[src/rtl/pipe_pkg.sv]
// Shared definitions for the M-stage memory controller: FSM state encoding and default widths.
package pipe_pkg;

    localparam int ADDR_W_DEF = 32;
    localparam int DATA_W_DEF = 32;

    typedef logic [1:0] state_t;

    localparam state_t ST_IDLE = 2'd0;
    localparam state_t ST_REQ  = 2'd1;
    localparam state_t ST_DONE = 2'd2;

endpackage

[src/rtl/mem_watchdog.sv]
// Cycle counter for an outstanding memory request; expire_o marks the last permitted cycle.
module mem_watchdog #(
    parameter int TIMEOUT_CYC = 16
) (
    input  logic clk_i,
    input  logic rst_i,
    input  logic clr_i,
    input  logic en_i,
    output logic expire_o
);

    localparam int           CNT_W = $clog2(TIMEOUT_CYC);
    localparam logic [CNT_W-1:0] CNT_LAST = CNT_W'(TIMEOUT_CYC - 1);

    logic [CNT_W-1:0] cnt_q;
    logic [CNT_W-1:0] cnt_d;

    always_comb begin
        cnt_d = cnt_q;
        if (clr_i) begin
            cnt_d = '0;
        end else if (en_i) begin
            cnt_d = cnt_q + CNT_W'(1);
        end
    end

    always_ff @(posedge clk_i or negedge rst_i) begin
        if (!rst_i) begin
            cnt_q <= '0;
        end else begin
            cnt_q <= cnt_d;
        end
    end

    assign expire_o = (cnt_q == CNT_LAST);

endmodule

[src/rtl/mem_stage_ctrl.sv]
// M-stage access controller: converts the EX/MEM load/store into a req/ack memory
// transaction, stalls the pipe while it is outstanding and forwards the result to MEM/WB.
module mem_stage_ctrl
    import pipe_pkg::*;
#(
    parameter int ADDR_W      = ADDR_W_DEF,
    parameter int DATA_W      = DATA_W_DEF,
    parameter int TIMEOUT_CYC = 16
) (
    input  logic              clk_i,
    input  logic              rst_i,
    input  logic              mem_rd_i,
    input  logic              mem_wr_i,
    input  logic [ADDR_W-1:0] addr_i,
    input  logic [DATA_W-1:0] wdata_i,
    output logic              stall_o,
    output logic              mem_req_o,
    output logic              mem_we_o,
    output logic [ADDR_W-1:0] mem_addr_o,
    output logic [DATA_W-1:0] mem_wdata_o,
    input  logic              mem_ack_i,
    input  logic [DATA_W-1:0] mem_rdata_i,
    output logic [DATA_W-1:0] rdata_o,
    output logic              valid_o,
    output logic              err_o
);

    state_t              state_q, state_d;
    logic                req_q, req_d;
    logic                we_q, we_d;
    logic [ADDR_W-1:0]   addr_q, addr_d;
    logic [DATA_W-1:0]   wdata_q, wdata_d;
    logic [DATA_W-1:0]   rdata_q, rdata_d;
    logic                valid_q, valid_d;
    logic                err_q, err_d;
    logic                wd_clr, wd_en, wd_expire;
    logic                access;

    assign access = mem_rd_i | mem_wr_i;

    mem_watchdog #(
        .TIMEOUT_CYC (TIMEOUT_CYC)
    ) u_watchdog (
        .clk_i    (clk_i),
        .rst_i    (rst_i),
        .clr_i    (wd_clr),
        .en_i     (wd_en),
        .expire_o (wd_expire)
    );

    always_comb begin
        state_d = state_q;
        req_d   = req_q;
        we_d    = we_q;
        addr_d  = addr_q;
        wdata_d = wdata_q;
        rdata_d = rdata_q;
        valid_d = 1'b0;
        err_d   = err_q;
        wd_clr  = 1'b0;
        wd_en   = 1'b0;
        unique case (state_q)
            ST_IDLE: begin
                if (access) begin
                    state_d = ST_REQ;
                    req_d   = 1'b1;
                    we_d    = mem_wr_i;   // rd+wr together resolves to a write
                    addr_d  = addr_i;
                    wdata_d = wdata_i;
                    wd_clr  = 1'b1;
                end
            end
            ST_REQ: begin
                wd_en = 1'b1;
                // ack is checked first so an ack on the final cycle beats the timeout
                if (mem_ack_i) begin
                    state_d = ST_DONE;
                    req_d   = 1'b0;
                    valid_d = 1'b1;
                    rdata_d = we_q ? '0 : mem_rdata_i;
                end else if (wd_expire) begin
                    state_d = ST_DONE;
                    req_d   = 1'b0;
                    valid_d = 1'b1;
                    rdata_d = '0;
                    err_d   = 1'b1;
                end
            end
            ST_DONE: begin
                state_d = ST_IDLE;
            end
            default: begin
                state_d = ST_IDLE;
                req_d   = 1'b0;
            end
        endcase
    end

    always_ff @(posedge clk_i or negedge rst_i) begin
        if (!rst_i) begin
            state_q <= ST_IDLE;
            req_q   <= 1'b0;
            we_q    <= 1'b0;
            addr_q  <= '0;
            wdata_q <= '0;
            rdata_q <= '0;
            valid_q <= 1'b0;
            err_q   <= 1'b0;
        end else begin
            state_q <= state_d;
            req_q   <= req_d;
            we_q    <= we_d;
            addr_q  <= addr_d;
            wdata_q <= wdata_d;
            rdata_q <= rdata_d;
            valid_q <= valid_d;
            err_q   <= err_d;
        end
    end

    // DONE releases the pipe so the access retires in the same cycle as valid_o
    assign stall_o     = ((state_q == ST_IDLE) && access) || (state_q == ST_REQ);
    assign mem_req_o   = req_q;
    assign mem_we_o    = we_q;
    assign mem_addr_o  = addr_q;
    assign mem_wdata_o = wdata_q;
    assign rdata_o     = rdata_q;
    assign valid_o     = valid_q;
    assign err_o       = err_q;

endmodule

[config.mk]
export PLATFORM = sky130hd
export DESIGN_NAME = mem_stage_ctrl
export DESIGN_NICKNAME = d
export VERILOG_FILES = /design/src/rtl/pipe_pkg.sv /design/src/rtl/mem_watchdog.sv /design/src/rtl/mem_stage_ctrl.sv
export SDC_FILE = /design/constraint.sdc
export NUM_CORES = 1
export LEC_CHECK = 0
export ABC_AREA = 1
export BUFFER_PORTS_ARGS = -buffer_cell sky130_fd_sc_hd__buf_2
export CORE_ASPECT_RATIO = 0.7
export CORE_UTILIZATION = 42
export DETAILED_ROUTE_END_ITERATION = 10
export PLACE_DENSITY = 0.73
export SLEW_MARGIN = 30
export SYNTH_ARGS = -nofsm -noshare
export SYNTH_HDL_FRONTEND = slang
export SYNTH_HIERARCHICAL = 1
export SYNTH_SLANG_ARGS = --single-unit
[constraint.sdc]
create_clock -name clk_i -period 1.89 [get_ports clk_i]
set_input_delay 0.378 -clock clk_i [delete_from_list [all_inputs] [get_ports clk_i]]
set_output_delay 0.378 -clock clk_i [all_outputs]
set_load 0.02 [all_outputs]
# After elaboration in Yosys (flattened, before gate mapping)
# Cells that the tools add are included.
# Widths: inputs -> output; s select.
[totals]
ff_bits = 106
latch_bits = 0
ram_bits = 0
rom_bits = 0
input_bits = 101
output_inout_bits = 101
wordCells = 47
memories = 0
[classes]
n_addsub = 1
mul = 0
div = 0
magnitude_cmp = 0
eq_ne = 5
shift = 0
n_mux = 19
n_bitwise = 3
reduce_logical = 10
[op_table]
columns = ["cell", "count"]
rows = [
  ["$mux 32", 3],
  ["$mux 1", 9],
  ["$mux 4", 2],
  ["$mux 2", 3],
  ["$reduce_and 2->1", 3],
  ["$reduce_and 3->1", 2],
  ["$add 4x1->4 const B", 1],
  ["$eq 4x4->1 const B", 1],
  ["$pmux 2 s2", 1],
  ["$reduce_bool 2->1", 2],
  ["$ne 3x2->1 const B", 1],
  ["$pmux 1 s3", 1],
  ["$eq 2x1->1 const B", 1],
  ["$eq 2x2->1 const B", 1],
  ["$logic_not 2->1", 1],
  ["$ne 2x2->1 const B", 1],
  ["$not 1->1", 2],
  ["$logic_and 1x1->1", 1],
  ["$logic_or 1x1->1", 1],
  ["$or 1x1->1", 1],
]

# Longest topological paths before layout
# Gate-level depths: netlist (run 1).
[depth]
word_depth = 4
ltp_mapped = 10
depth_no_buf = 9

# Hierarchy
# The synthesis (run 1) kept the hierarchy.
[by_module_without_submodules]
columns = ["module", "n_inst", "cells_each", "area_each_um2", "seq_area_each_um2"]
rows = [
  ["mem_stage_ctrl", 1, 503, 4162.7, 2552.4],
  ["mem_watchdog", 1, 26, 211.5, 100.1],
]

# Worst setup path after synthesis (run 1)
# OpenSTA, ideal clock, no wires.
[synth_timing]
kind = "register to output"
start = "register state_q[1]"
end = "output port stall_o"
arrival_time_ps = 1078
required_ps = 1512
path_slack_ps = 434
stages_incl_launch_ff = 6
path_buffers = 2
cell_sequence = "dfrtp_1 > nor2_2 > nand2_2 > buf_4 > buf_4 > nand2_1"
[synth_between]
elab_chain_cells = 3
elab_cells_between_ends = 4
classes_between = "1 x eq/ne; 3 x reduce/logical"
[synth_rtl]
columns = ["item", "line", "source"]
rows = [
  ["from (decl)", "mem_stage_ctrl.sv:28", "state_t state_q, state_d;"],
  ["from (signal assigned)", "mem_stage_ctrl.sv:110", "state_q <= state_d;"],
  ["$logic_not 2->1", "mem_stage_ctrl.sv:122", "assign stall_o = ((state_q == ST_IDLE) && access) || (state_q == ST_REQ);"],
  ["$logic_and 1x1->1", "mem_stage_ctrl.sv:122", ""],
  ["$logic_or 1x1->1 (*)", "mem_stage_ctrl.sv:122", ""],
  ["to (decl)", "mem_stage_ctrl.sv:16", "output logic stall_o,"],
]
# Every way passes the cells marked *; elsewhere a longest branch is shown, timed or not.

# Worst setup path after layout (run 1)
# Ends and elaborated chain as after synthesis.

==> metrics.csv, run 1 <==
metric,value,unit
status,"complete, no violations",
syn-num-nets,631,
antenna_found_initial,0,
drive_gt1_share,32.1,%
post_cts_resize_count,0,
ios,202,
synth.distinct_cells,20,
place_congestion,0.818,
num_vias,3856,
cts_root_buffer,clkbuf_16,
path_class,flop to primary output,
finalWirelength,10500,um
critPathBufInv,1,
yosysSeqAreaShare,60.6,%
cts_buffers,9,
cp.arrival,1.22,ns
power.density,1810,nW/um^2
fin_util,58.6,%
avgSynthCellArea,8.27,um^2
slew_headroom,60.4,%
finalSetupViolations,0,
maxCapViolations,0,
slowest_delay,0.40,ns
cts_hold_buf,0,
yosysWarnings,6,
routed.top_layer,met4,
start_util,44.1,%
ant_nets,0,
path_delay_family,flip-flops,
wl_met3,930,um
h-tree-depth,3,
grt_pass1_vias,3598,
syn_to_final_growth,32.8,%
die_h,87.4,um
crit_path_start_kind,flop,
setup-tns-final,0,ns
reg2reg_to,rdata_o[22],
worstPathRequired,1.51,ns
port_buffers,201,
final_hold_viol_count,0,
drt-initial-drc-count,167,
core,9910,um^2
cts.reportedPaths.clkPinSlew,0.07,ns
drtPass1Iterations,4,
grt_max_degree,107,
track_usage,19.9,%
ff2ff_path_depth,9,
cts_sinks,106,
dieWidth,124,um
cts_tree,built,
worst_pin_slew,0.594,ns
m1WireLength,4700,um
clk_latency,0.34,ns
drc,0,
final_nets,828,
via_per_inst,4.49,
grt_pass1_wl,16700,um
worstPathCellList,"nor2_2, nand2_2, nand2_1, buf_2",
clock-skew-final,0.00727,ns
crit_fanout,4,
endpoint_kind,primary output,
r2r-start,u_watchdog/cnt_q[0],
crit_path_top_delay_cell,dfrtp_1,
power_leakage,3.61,nW
grt_remaining_overflow,0,
rsz0062_at_grt,false,
dieArea,10800,um^2
syn_inst,529,
post_drt_wl_per_cell,12.2,um
cts_max_path_buffers,2,
fin_crit,1.60,ns
hpwl,7360,um
hp-class,primary input to async pin,
rrSetupSlack,0.36,ns
ys_seq_elements,106,
dr_wl_met2,4720,um
total_power,10.5,mW
cts_setup_buffers,0,
syn_area,4370,um^2
num_rows,30,
ir_drop,0.937,mV
slew_viol_final,0,
max_freq,627,MHz
diodes,0,
finalCritPeriodShare,84.4,%
per-layer routing:
layer  vias to the layer above  track usage [%]
met5                         -                0
met4                         0             5.84
met3                        11             6.28
met2                       152             32.0
met1                      1749             25.9
li1                       1944                -
final cells by class:
| cell class | count | area, um^2 |
|---|---|---|
| Fill cell | 896 | 4100 |
| Clock inverter | 6 | 78.8 |
| Clock buffer | 10 | 239 |
| Tap cell | 128 | 160 |
| Multi-Input combinational cell | 355 | 1390 |
| Inverter | 45 | 169 |
| Timing Repair Buffer | 209 | 1120 |
| Sequential cell | 106 | 2650 |
state kept, by name, summed over array words and instances (netlist names):
register and cells:
mem_wdata_o 32, valid_o 1, mem_we_o 1, state_q 2, rdata_o 32, mem_req_o 1
err_o 1, u_watchdog/cnt_q 4, mem_addr_o 32
worst max path at each step:
| stage | from | to | slack (ns) | cells after the start |
|---|---|---|---|---|
| finish | state_q[1] | stall_o | 0.29 | 4 |
| floorplan | state_q[1] | stall_o | 0.43 | 5 |
| detailed placement | u_watchdog/cnt_q[0] | rdata_o[11] | 0.38 | 9 |
| global route | state_q[1] | stall_o | 0.21 | 4 |
| CTS | state_q[1] | stall_o | 0.26 | 4 |
| global placement | mem_wr_i | mem_addr_o[4] | 0.45 | 8 |
cells by family after synthesis:
family	count (synthesis)	synth area share, %
DFF	106	60.6
buffers and inverters	68	7.52
AOI/OAI and AO/OA	9	1.20
and+or+nand+nor	345	30.3
adders and majority gates	1	0.286
metrics by stage:
| stage | cell area (um^2) | setup slack [ns] | hold slack [ns] | cells |
|---|---|---|---|---|
| final | 5810 | 0.294 | 0.0623 | 859 |
| after global routing | 5810 | 0.214 | 0.108 | 859 |
| after CTS | 5810 | 0.265 | 0.129 | 859 |
| after detailed placement | 5490 | 0.376 | 0.454 | 843 |
| after global placement | 5490 | 0.449 | 0.449 | 843 |
| after floorplan | 4370 | 0.434 | 0.0824 | 529 |
report_power, final:
| group | total [mW] | internal, mW | switching, mW |
|---|---|---|---|
| Sequential | 3.92 | 3.34 | 0.587 |
| Combinational | 4.63 | 1.49 | 3.14 |
| Clock | 1.97 | 1.10 | 0.871 |
| Total | 10.5 | 5.92 | 4.60 |
cells in the final DEF (no fill, tap or decap):
cell type / instances
a21oi_1: 4
o21ai_0: 2
buf_12: 4
ha_1: 1
dfrtp_1: 106
buf_2: 200
inv_1: 43
nand3_1: 2
a211oi_1: 1
inv_6: 2
a21boi_0: 1
nor2_2: 3
clkbuf_16: 9
clkbuf_8: 1
o21bai_1: 1
nand2_1: 298
nand2_2: 3
inv_8: 2
nor2_4: 2
nor2_1: 37
bufinv_16: 1
clkinv_4: 1
inv_2: 2
buf_4: 5
synthesized netlist by cell type:
| library cell | n | area share, % |
|---|---|---|
| a211oi_1 | 1 | 0.17 |
| a21boi_0 | 1 | 0.17 |
| a21oi_1 | 4 | 0.46 |
| buf_1 | 2 | 0.17 |
| buf_2 | 5 | 0.57 |
| buf_4 | 6 | 1.0 |
| buf_6 | 6 | 1.5 |
| clkbuf_1 | 4 | 0.34 |
| dfrtp_1 | 106 | 61 |
| ha_1 | 1 | 0.29 |
| inv_1 | 43 | 3.7 |
| inv_2 | 2 | 0.17 |
| nand2_1 | 298 | 26 |
| nand2_2 | 3 | 0.43 |
| nand3_1 | 2 | 0.23 |
| nor2_1 | 37 | 3.2 |
| nor2_2 | 3 | 0.43 |
| nor2_4 | 2 | 0.51 |
| o21ai_0 | 2 | 0.23 |
| o21bai_1 | 1 | 0.17 |
(Power assumes the default switching activity.)
==> run 2: changes to the inputs <==
--- a/config.mk
+++ b/config.mk
@@ -10,7 +10,7 @@
 export CORE_ASPECT_RATIO = 0.7
 export CORE_UTILIZATION = 42
 export DETAILED_ROUTE_END_ITERATION = 10
-export PLACE_DENSITY = 0.73
+export PLACE_DENSITY = 0.76
 export SLEW_MARGIN = 30
 export SYNTH_ARGS = -nofsm -noshare
 export SYNTH_HDL_FRONTEND = slang
==> constraint.sdc (replaced) <==
create_clock -name clk_i -period 1.4 [get_ports clk_i]
set_input_delay 0.28 -clock clk_i [delete_from_list [all_inputs] [get_ports clk_i]]
set_output_delay 0.28 -clock clk_i [all_outputs]
set_load 0.02 [all_outputs]
==> run 2 against run 1 <==
Compared with the run above:
- the flow now finishes with violations (setup timing)
- count of clock-buffer cells in the layout grew 2
- combinational power grew 47%
- register-to-register slack lost 0.43 ns
- hold slack gained 0.076 ns
- clock skew shrank 0.0014 ns
- utilization grew 2.1 points
- routed wire length grew 8.3%
- global-route usage grew 1.3 points
- power grew 40%
- critical path type is now flop to flop
- largest cell class unchanged
- largest power group unchanged
==> metrics.csv, run 2 (synthesis results as in run 1) <==
metric,value,unit,change
place_area,5550,um^2,was 5490 um^2
ff2ff_path_depth,9,,unchanged
grt_pass1_wl,17800,um,"was 16,700 um"
drive_gt1_share,34.0,%,was 32.1%
cts_tree,built,,unchanged
port_buffers,201,,unchanged
worstPathRequired,1.67,ns,was 1.51 ns
syn_to_final_growth,37.6,%,was 32.8%
num_vias,3984,,"was 3,856"
endpoint,rdata_o[7],,was stall_o
grt_remaining_overflow,0,,unchanged
cts.reportedPaths.clkPinSlew,0.07,ns,about the same
rsz0062_at_grt,true,,was false
antenna_found_initial,0,,unchanged
dieWidth,124,um,unchanged
finalSetupViolations,33,,was 0
ir_drop,1.28,mV,was 0.937 mV
track_usage,21.2,%,was 19.9%
final_hold_viol_count,0,,unchanged
slew_viol_final,0,,unchanged
num_rows,30,,unchanged
maxCapViolations,0,,unchanged
grt_max_degree,65,,was 107
p_int,8.40,mW,was 5.92 mW
p_comb_share,46.2,%,was 44.0%
h-tree-depth,3,,unchanged
final_common_cell,nand2_1,,unchanged
fin_util,60.7,%,was 58.6%
swShare,43.0,%,was 43.7%
clk_latency,0.33,ns,was 0.34 ns
dieArea,10800,um^2,unchanged
post_drt_wl_per_cell,13.0,um,was 12.2 um
hpwl,7990,um,was 7360 um
cts_max_path_buffers,2,,unchanged
cp.arrival,1.74,ns,was 1.22 ns
via_per_inst,4.57,,was 4.49
core,9910,um^2,unchanged
cts_buffers,9,,unchanged
die_h,87.4,um,unchanged
reg2reg_to,rdata_o[7],,was rdata_o[22]
status,finished with violations,,"was complete, no violations"
finalCritPeriodShare,105,%,
power_leakage,3.71,nW,was 3.61 nW
worst_pin_slew,0.526,ns,was 0.594 ns
mostFrequentLayoutCells,"nand2_1, buf_2, dfrtp_1",,unchanged
cts_root_buffer,clkbuf_16,,unchanged
crit_path_start_kind,flop,,unchanged
power.density,2450,nW/um^2,was 1810 nW/um^2
start_util,44.1,%,unchanged
path_class,flop to flop,,was flop to primary output
cts_sinks,106,,unchanged
p_sw,6.34,mW,was 4.60 mW
fin_crit,1.47,ns,
diodes,0,,unchanged
critPathLaunch,u_watchdog/cnt_q[0],,was state_q[1]
drc,0,,unchanged
grt_pass1_vias,3921,,"was 3,598"
hp-class,primary input to flop,,was primary input to async pin
max_freq,682,MHz,
r2r-start,u_watchdog/cnt_q[0],,unchanged
ios,202,,unchanged
clock-skew-final,0.00583,ns,was 0.00727 ns
p_clk_share,17.6,%,was 18.7%
crit_fanout,33,,was 4
postLayoutCellArea,6020,um^2,was 5810 um^2
sequentialPowerShare,36.1,%,was 37.3%
final_nets,841,,was 828
setup_slack,-0.0669,ns,was 0.294 ns
drt-initial-drc-count,177,,was 167
rrSetupSlack,-0.07,ns,was 0.36 ns
violations,setup timing,,
endpoint_kind,flop,,was primary output
ant_nets,0,,unchanged
slew_headroom,64.9,%,was 60.4%
place_congestion,0.737,,was 0.818
finalWirelength,11300,um,"was 10,500 um"
drtPass1Iterations,4,,unchanged
run 2: how the worst min path moves through the flow:
stage / startpoint / to / slack [ns] / depth (start not counted)
after floorplan: rst_i / err_o / -0.02 / 0
after global placement: rst_i / rdata_o[9] / 0.32 / 2
after detailed placement: rst_i / rdata_o[7] / 0.32 / 2
after CTS: addr_i[22] / mem_addr_o[22] / 0.12 / 3
after global routing: addr_i[18] / mem_addr_o[18] / 0.13 / 3
final: addr_i[22] / mem_addr_o[22] / 0.14 / 3
run 2: cell type report:
type	instances	area [um^2]
Clock buffer	12	267
Clock inverter	4	48.8
Fill cell	886	3890
Inverter	45	176
Multi-Input combinational cell	355	1420
Sequential cell	106	2650
Tap cell	128	160
Timing Repair Buffer	222	1300
run 2: power groups by stage:
stage | Sequential [mW] | Clock (mW) | Combinational [mW]
2_1_floorplan | 7.00 | 0 | 2.44
3_3_place_gp | 5.28 | 0 | 6.31
3_5_place_dp | 5.32 | 0 | 6.53
4_1_cts | 5.32 | 2.69 | 6.62
5_1_grt | 5.49 | 2.81 | 7.47
6_report | 5.33 | 2.60 | 6.82
run 2: worst max-delay path: stages (launching register included):
cell and delay (ns):
dfrtp_1 0.38, ha_2 0.21, nand2_2 0.07, nor2_4 0.10, nor2_2 0.05, buf_4 0.14, nor2_4 0.12, buf_12 0.19
nand2_1 0.08, nand2_1 0.07
run 2: through the flow:
stage | worst slack, ns | TNS, ns | cells | power (mW) | hold WS [ns]
2_1_floorplan | 0.0415 | 0 | 529 | 9.44 | -0.0156
3_3_place_gp | 0.0193 | 0 | 849 | 11.6 | 0.315
3_5_place_dp | -0.105 | -2.75 | 849 | 11.9 | 0.318
4_1_cts | -0.0668 | -1.42 | 869 | 14.6 | 0.124
5_1_grt | -0.150 | -4.04 | 872 | 15.8 | 0.128
6_report | -0.0669 | -1.61 | 872 | 14.7 | 0.138
run 2: what timing repair did:
action / 4_1_cts / 5_1_grt
pin swaps: 2 / 1
hold endpoints to repair: 64 / 0
gates cloned: 1 / 1
setup endpoints to repair: 33 / 64
buffers inserted: 2 / 2
resized for setup: 7 / 12
hold buffers: 1 / 0
run 2: routing by layer:
layer / GRT usage [%] / wire length, um / share of wire [%] / vias to the layer above
li1: - / - / - / 1969
met1: 26.1 / 5010 / 44 / 1859
met2: 36.1 / 5330 / 47 / 148
met3: 7.13 / 901 / 8.0 / 8
met4: 4.87 / 89 / 0.79 / 0
met5: 0 / 0 / 0 / -
==> run 3: changes to the inputs <==
--- a/config.mk
+++ b/config.mk
@@ -7,10 +7,12 @@
 export LEC_CHECK = 0
 export ABC_AREA = 1
 export BUFFER_PORTS_ARGS = -buffer_cell sky130_fd_sc_hd__buf_2
+export CAP_MARGIN = 10
 export CORE_ASPECT_RATIO = 0.7
 export CORE_UTILIZATION = 42
 export DETAILED_ROUTE_END_ITERATION = 10
 export PLACE_DENSITY = 0.76
+export REMOVE_ABC_BUFFERS = 1
 export SLEW_MARGIN = 30
 export SYNTH_ARGS = -nofsm -noshare
 export SYNTH_HDL_FRONTEND = slang
==> run 3 against run 2 <==
Compared with the run above:
- the flow still finishes with violations (setup timing)
- cell count increased by 0.80%
- maximum frequency shrank 0.29%
- sequential power barely moved
- clock skew down 0.00090 ns
- routed wire length rose by 1.7%
- clock power decreased by 4%
- global-route usage down 0.96 points
- sequential share of layout area is 1.5 points lower
- sequential cell count stayed put
- via count grew 0.58%
- worst setup slack got worse by 0.0042 ns
- critical path type unchanged
- largest cell class unchanged
- highest routed layer unchanged
==> metrics.csv, run 3 (synthesis results as in run 1) <==
metric,value,unit,change
violations,setup timing,,unchanged
cts_sinks,106,,unchanged
total_power,15.0,mW,was 14.7 mW
instances_no_fill,879,,was 872
postLayoutCellArea,6230,um^2,was 6020 um^2
mostFrequentLayoutCells,"nand2_1, buf_2, dfrtp_1",,unchanged
slowest_delay,0.40,ns,was 0.38 ns
power_leakage,3.81,nW,was 3.71 nW
critPathBufInv,2,,unchanged
track_usage,20.2,%,was 21.2%
final_nets,848,,was 841
setup_slack,-0.0711,ns,was -0.0669 ns
final_hold_viol_count,0,,unchanged
cts_buffers,9,,unchanged
endpoint_kind,flop,,unchanged
dp.cells,850,,was 849
ir_drop,1.21,mV,was 1.28 mV
port_buffers,201,,unchanged
path_class,flop to flop,,unchanged
final_common_cell,nand2_1,,unchanged
grt_pass1_wl,17000,um,"was 17,800 um"
num_vias,4007,,"was 3,984"
slew_headroom,80.8,%,was 64.9%
place_area,5600,um^2,was 5550 um^2
ios,202,,unchanged
diodes,0,,unchanged
start_util,44.1,%,unchanged
grt_max_degree,46,,was 65
grt_remaining_overflow,0,,unchanged
via_per_inst,4.56,,was 4.57
dieWidth,124,um,unchanged
grt_pass1_vias,3751,,"was 3,921"
antenna_found_initial,0,,unchanged
core,9910,um^2,unchanged
crit_path_start_kind,flop,,unchanged
cts_tree,built,,unchanged
worst_path_most_repeated_cell,nor2_4,,
power.density,2400,nW/um^2,was 2450 nW/um^2
cts_root_buffer,clkbuf_16,,unchanged
rsz0062_at_grt,true,,unchanged
h-tree-depth,3,,unchanged
drt-initial-drc-count,173,,was 177
setup-tns-final,-1.42,ns,was -1.61 ns
fin_crit,1.47,ns,about the same
clk_latency,0.34,ns,was 0.33 ns
hpwl,7650,um,was 7990 um
max_freq,680,MHz,was 682 MHz
drtPass1Iterations,4,,unchanged
syn_to_final_growth,42.3,%,was 37.6%
post_drt_wl_per_cell,13.1,um,was 13.0 um
clock-skew-final,0.00493,ns,was 0.00583 ns
holdWs,0.126,ns,was 0.138 ns
place_congestion,0.778,,was 0.737
hp-class,primary input to flop,,unchanged
drive_gt1_share,38.2,%,was 34.0%
worst_pin_slew,0.287,ns,was 0.526 ns
crit_fanout,6,,was 33
maxCapViolations,0,,unchanged
status,finished with violations,,unchanged
crit_path_top_delay_cell,dfrtp_1,,unchanged
slew_viol_final,0,,unchanged
cts_max_path_buffers,2,,unchanged
cp.arrival,1.70,ns,was 1.74 ns
worstPathRequired,1.63,ns,was 1.67 ns
cts.reportedPaths.clkPinSlew,0.07,ns,about the same
ant_nets,0,,unchanged
finalSetupViolations,33,,unchanged
finalWirelength,11500,um,"was 11,300 um"
die_h,87.4,um,unchanged
worstPathCellList,"ha_2, nand2_4, nor2_4, nor2_4, nor2_4, buf_12, clkbuf_16, nand2_1, nand2_1",,"was ha_2, nand2_2, nor2_4, nor2_2, buf_4, nor2_4, buf_12, nand2_1, nand2_1"
dieArea,10800,um^2,unchanged
path_delay_family,simple AND/OR/NAND/NOR gates,,unchanged
finalCritPeriodShare,105,%,about the same
num_rows,30,,unchanged
drc,0,,unchanged
rrSetupSlack,-0.07,ns,about the same
[run 3: cell types whose count changed in the layout (fill, tap and decap cells not counted), moves of 3 or more]
cell       before  now
clkbuf_16      10   13
nand2_4         0    4
clkbuf_8        3    0
nand2_2         5   29
nand2_1       296  268
buf_12          5    8
[run 3: where the power goes]
| group | switching [mW] | total [mW] | internal, mW |
|---|---|---|---|
| registers | 0.802 | 5.31 | 4.51 |
| clock network | 1.11 | 2.49 | 1.38 |
| logic | 4.58 | 7.15 | 2.57 |
[run 3: layout make-up]
cell class	instances	area (um^2)
timing repair buffer	229	1440
fill	865	3680
inverter	45	176
multi-input combinational	355	1500
sequential	106	2650
clock inverter	7	68.8
clock buffer	9	225
tap	128	160
[run 3: through the flow]
step	utilization, %	setup WS, ns
2_1_floorplan	-	-0.895
3_3_place_gp	56.5	-0.00190
3_5_place_dp	56.5	-0.0884
4_1_cts	59.9	-0.0429
5_1_grt	62.8	-0.120
6_report	62.8	-0.0711
[run 3: layer usage]
| layer | track usage (%) | share of wire (%) |
|---|---|---|
| met4 | 5.63 | 0.99 |
| met2 | 34.8 | 49 |
| met3 | 7.00 | 8.2 |
| met5 | 0 | 0 |
| met1 | 24.0 | 42 |
[run 3: worst min-delay path: cells and delay by family]
kind	cells	cell delay, ns
buffers and inverters	1	0.07
and+or+nand+nor	2	0.08
[run 3: what timing repair did]
action | in CTS | in global routing
endpoints found under the hold margin | 17 | 0
gates resized for setup | 6 | 43
pin swaps | 4 | 13
setup endpoints to repair | 33 | 70
gates cloned | 0 | 6
setup buffers | 4 | 3
hold buffers | 1 | 0
[run 3: path summary, 6_finish.rpt]
kind,startpoint,cells past startpoint,end
min in group asynchronous,rst_i,2,rdata_o[24]
min reg2reg,rdata_o[3],2,rdata_o[3]
max in group asynchronous,rst_i,3,rdata_o[5]
max reg2reg,u_watchdog/cnt_q[0],9,rdata_o[21]
min,wdata_i[20],3,mem_wdata_o[20]
max,u_watchdog/cnt_q[0],9,rdata_o[21]
